==> src/rtl/memory_stage_pkg.sv <==
// Shared widths and the MEM/WB control bundle for the memory stage.
package memory_stage_pkg;

  localparam int WORD_W        = 32;
  localparam int REG_ADDR_W    = 5;
  localparam int DEPTH_DEFAULT = 64;

  typedef struct packed {
    logic reg_write;
    logic mem_to_reg;
  } memwb_ctrl_t;

endpackage

==> src/rtl/memory_stage_data_memory.sv <==
// Word-wide data memory: combinational read, write on the rising clock edge.
// Contents have no reset; an unwritten word reads as X.
module data_memory #(
  parameter int DEPTH  = 64,
  parameter int ADDR_W = 6
) (
  input  logic              clk,
  input  logic              we,
  input  logic [ADDR_W-1:0] addr,
  input  logic [31:0]       wd,
  output logic [31:0]       rd
);

  logic [31:0] mem [DEPTH];

  always_ff @(posedge clk) begin
    if (we) begin
      mem[addr] <= wd;
    end
  end

  // Read sees the pre-edge word, so a same-cycle store is visible one cycle later.
  assign rd = mem[addr];

endmodule

==> src/rtl/memory_stage.sv <==
// MEM stage: data-memory access, MEM/WB pipeline register and writeback mux.
module memory_stage
  import memory_stage_pkg::*;
#(
  parameter int DEPTH  = DEPTH_DEFAULT,
  parameter int ADDR_W = 6
) (
  input  logic                  clk,
  input  logic                  rst,
  input  logic                  RegWriteM,
  input  logic                  MemtoRegM,
  input  logic                  MemWriteM,
  input  logic [WORD_W-1:0]     ALUOutM,
  input  logic [WORD_W-1:0]     WriteDataM,
  input  logic [REG_ADDR_W-1:0] WriteRegM,
  output logic                  RegWriteW,
  output logic                  MemtoRegW,
  output logic [REG_ADDR_W-1:0] WriteRegW,
  output logic [WORD_W-1:0]     ReadDataW,
  output logic [WORD_W-1:0]     ALUOutW,
  output logic [WORD_W-1:0]     ResultW
);

  logic [WORD_W-1:0]     read_data_m;
  logic                  mem_we;
  logic [ADDR_W-1:0]     mem_idx;

  memwb_ctrl_t           ctrl_d,      ctrl_q;
  logic [REG_ADDR_W-1:0] write_reg_d, write_reg_q;
  logic [WORD_W-1:0]     read_data_d, read_data_q;
  logic [WORD_W-1:0]     alu_out_d,   alu_out_q;

  // Byte address to word index; low two bits and upper bits are dropped.
  assign mem_idx = ALUOutM[ADDR_W+1:2];
  assign mem_we  = MemWriteM & ~rst;

  data_memory #(
    .DEPTH  (DEPTH),
    .ADDR_W (ADDR_W)
  ) u_dmem (
    .clk  (clk),
    .we   (mem_we),
    .addr (mem_idx),
    .wd   (WriteDataM),
    .rd   (read_data_m)
  );

  always_comb begin
    ctrl_d.reg_write  = RegWriteM;
    ctrl_d.mem_to_reg = MemtoRegM;
    write_reg_d       = WriteRegM;
    read_data_d       = read_data_m;
    alu_out_d         = ALUOutM;
  end

  always_ff @(posedge clk) begin
    if (rst) begin
      ctrl_q      <= '0;
      write_reg_q <= '0;
      read_data_q <= '0;
      alu_out_q   <= '0;
    end else begin
      ctrl_q      <= ctrl_d;
      write_reg_q <= write_reg_d;
      read_data_q <= read_data_d;
      alu_out_q   <= alu_out_d;
    end
  end

  assign RegWriteW = ctrl_q.reg_write;
  assign MemtoRegW = ctrl_q.mem_to_reg;
  assign WriteRegW = write_reg_q;
  assign ReadDataW = read_data_q;
  assign ALUOutW   = alu_out_q;
  assign ResultW   = ctrl_q.mem_to_reg ? read_data_q : alu_out_q;

endmodule

==> config.mk <==
export PLATFORM = sky130hd
export DESIGN_NAME = memory_stage
export DESIGN_NICKNAME = d
export VERILOG_FILES = /design/src/rtl/memory_stage_pkg.sv /design/src/rtl/memory_stage_data_memory.sv /design/src/rtl/memory_stage.sv
export SDC_FILE = /design/constraint.sdc
export NUM_CORES = 2
export LEC_CHECK = 0
export CELL_PAD_IN_SITES_DETAIL_PLACEMENT = 0
export CELL_PAD_IN_SITES_GLOBAL_PLACEMENT = 1
export CORE_ASPECT_RATIO = 0.5
export CORE_MARGIN = 5
export CORE_UTILIZATION = 35
export CTS_BUF_LIST = sky130_fd_sc_hd__clkbuf_4 sky130_fd_sc_hd__clkbuf_8 sky130_fd_sc_hd__clkbuf_16
export CTS_CLUSTER_DIAMETER = 50
export DETAILED_ROUTE_END_ITERATION = 16
export PLACE_DENSITY = 0.64
export SETUP_SLACK_MARGIN = 0.5
export SLEW_MARGIN = 20
export SYNTH_ARGS = -nofsm -noshare
export SYNTH_HDL_FRONTEND = slang
export SYNTH_SLANG_ARGS = --single-unit
==> constraint.sdc <==
create_clock -name clk -period 12.5 [get_ports clk]
set_input_delay 3.75 -clock clk [delete_from_list [all_inputs] [get_ports clk]]
set_output_delay 3.75 -clock clk [all_outputs]
set_load 0.01 [all_outputs]
==> reports/results.txt <==
VDD IR max: 0.130 mV
CTS H-tree lvls: 4
First drt pass iteration count: 7
Biggest cell delay along the critical path: 0.96 ns
Post-DR vias/cell: 5.94
CTS resizes: 0
Register area share after synthesis: 78.9%
Area delta synth->final: 16.2%
Top cell type's share of synthesized area: 77.1%
Final WS setup: 4.77 ns
Slew Viols, Final: 0
Synth unique cells: 53
Clock slew at reported path FFs: 0.07 ns
Die width: 685 microns
Syn_nets: 4518
Post-route ant nets: 0
CTS buffer count: 199
Die ar.: 238000 sq um
First-pass GRT wire length: 345 mm
Crit path DAT: 8.41 ns
Cell row count: 123
Post-Syn Instances: 4444
Synth async-reset ratio: 0%
WL final: 246 mm
Lkg Pwr: 28.4 nW
Crit share post-route: 61.9%
Core area: 226000 sq um
Root Driver: clkbuf_16
Endpoints failing setup: 0
Worst skew pair latency: 0.85 ns
Crit path cell chain: buf_8 > buf_4 > nor2_4 > buf_4 > buf_4 > a221oi_1 > nor2_1 > o21ai_0 > and3_1 > a41oi_1
Mapped Area: 79700 sq um
Crit-path leading delay family: buffers and inverters
Yosys top cell by area: edfxtp_1
Internal cell power: 0.0115 W
Critical Path RT: 13.17 ns
Crit Path Category: in2reg
Most frequent cells in the layout: 2048 x edfxtp_1, 379 x a221oi_1, 265 x a22oi_1
Worst rel slew slack: 17.1%
Area contributors post-synth: edfxtp_1 77%, a221oi_1 4.2%, mux4_2 2.6%
Average wire per standard cell: 31.6 microns
Slew @ Worst Pin: 1.23 ns
Outcome: complete, no violations
DP HPWL: 145 mm
Most frequent CP cell: buf_4
Main synth FF type: edfxtp_1
Layout cells sized above 1: 15.9%
CP bufs+invs: 4
GRT overflow: 0
Pin count of the biggest net entering global routing: 132
Routability cong.: 0.862
CTS Hold Bufs: 0
Vias in the first global route: 44100
Max cap viols: 0
Sw Share: 22.0%
Antenna violations before repair: 17
CTS max path bufs: 4
Seq pwr share: 53.3%
Starting density of the core: 35.3%
Pwr Total: 0.0147 W
DP Worst Slack: 4.05 ns
Crit-path slowest cell: o21ai_0
PwrDens: 159 nW/um^2
NetSw: 0.00324 W
Port bufs: 176
FF+latch count, synth: 2119
Worst-path maximum fanout: 51
Yosys warns: 0
Comb power frac: 5.8%
Via count: 46200
Die H: 347 microns
Hold crit path type: reg2reg
RSZ-0062 raised after global routing: no
Final hold viol count: 0
# clock sinks: 2119
GRT Util Overall: 19.9%
DRC Markers: 0
Setup Buffers After CTS: 0
CTS tree: done
Io pins: 177
Average size of a mapped cell: 17.9 sq um
Nets@finish: 4703
Number of flops mapped to enable cells by yosys: 2048
Min Tclk post-route: 7.73 ns
Post-route insts no fill: 7784
Clock Skews: 0.104 ns
Startpoint types: input pin
Crit end category: flip-flop
Most common cell after layout, fill and taps aside: edfxtp_1
Clock share of power: 40.9%
DP Cell Count: 7422
Drt initial violations: 7076
Fmax: 0.129 GHz
TNS Setup: 0 ns
-- cells by family after synthesis --
group,share of synthesized area [%]
flip-flops,78.9
AO/OA/AOI/OAI,11.1
AND/OR/NAND/NOR,2.71
buffers and inverters,1.95
multiplexers,5.28
-- worst min-delay path, cell delays in order, from the launching register on --
cell and delay (ns):
edfxtp_1 0.33, a221oi_1 0.07, nor2_1 0.08, o21ai_0 0.07, nand2_1 0.08, o41a_1 0.14
-- synth_stat cells (all sizes together), types with 3 or more instances --
cell type,instances
a41o,11
buf,178
nand3,26
a221o,12
o2bb2ai,12
clkbuf,163
o221ai,6
o21ai,152
a21oi,124
a221oi,379
o22a,11
a31oi,15
o211ai,13
nand2,84
a22o,42
edfxtp,2048
o32ai,7
nor4,6
a41oi,18
inv,3
nor2,255
a22oi,265
and3,40
nor2b,46
a211oi,14
and2,3
o22ai,97
nor3,15
mux4,92
a222oi,4
mux2,77
dfxtp,71
o41a,13
mux2i,127
-- power groups by stage --
stage	clock, W	combinational, W	sequential (W)
floorplan	0	0.000384	0.00800
global placement	0	0.000831	0.00801
detailed placement	0	0.000846	0.00801
CTS	0.00610	0.000847	0.00786
global route	0.00640	0.000896	0.00785
finish	0.00603	0.000857	0.00786
-- area by class of cell --
class	count	area, sq um
fill	19700	133000
sequential	2119	62900
multi-input combinational	1981	15800
clock buffer	262	5610
tap	3000	3750
timing repair buffer	325	3670
clock inverter	92	792
inverter	3	21.3
antenna	2	5.00
-- path summary, 6_finish.rpt --
| kind | end | cells past startpoint | slack (ns) | start |
|---|---|---|---|---|
| setup reg to reg | ReadDataW[26]$_SDFF_PP0_ | 5 | 9.95 | u_dmem.mem[32][26]$_DFFE_PP_ |
| hold / removal | ReadDataW[26]$_SDFF_PP0_ | 5 | 0.80 | u_dmem.mem[6][26]$_DFFE_PP_ |
| hold reg to reg | ReadDataW[26]$_SDFF_PP0_ | 5 | 0.80 | u_dmem.mem[6][26]$_DFFE_PP_ |
| setup / recovery | ReadDataW[16]$_SDFF_PP0_ | 10 | 4.77 | ALUOutM[4] |
-- through the flow --
step                instance area, sq um  hold WS [ns]  utilization, %
finish                             92600         0.796            41.0
global route                       92600         0.847            41.0
CTS                                92400         0.791            40.9
detailed placement                 86000         0.773            38.1
global placement                   85000         0.765            37.6
floorplan                          79700         0.630               -
-- layer usage --
metal	routed length, microns	global-route usage (%)	up-vias
li1	-	-	18900
met1	103000	29.1	24400
met2	111000	30.3	2619
met3	28500	5.43	276
met4	4020	3.42	2
met5	13	0	-
-- registers in the layout (all words and copies together) (netlist names) --
| name | flops |
|---|---|
| ALUOutW | 32 |
| u_dmem.mem | 2048 |
| ReadDataW | 32 |
| RegWriteW | 1 |
| MemtoRegW | 1 |
| WriteRegW | 5 |
No activity file was read; power rests on OpenSTA's default activity.
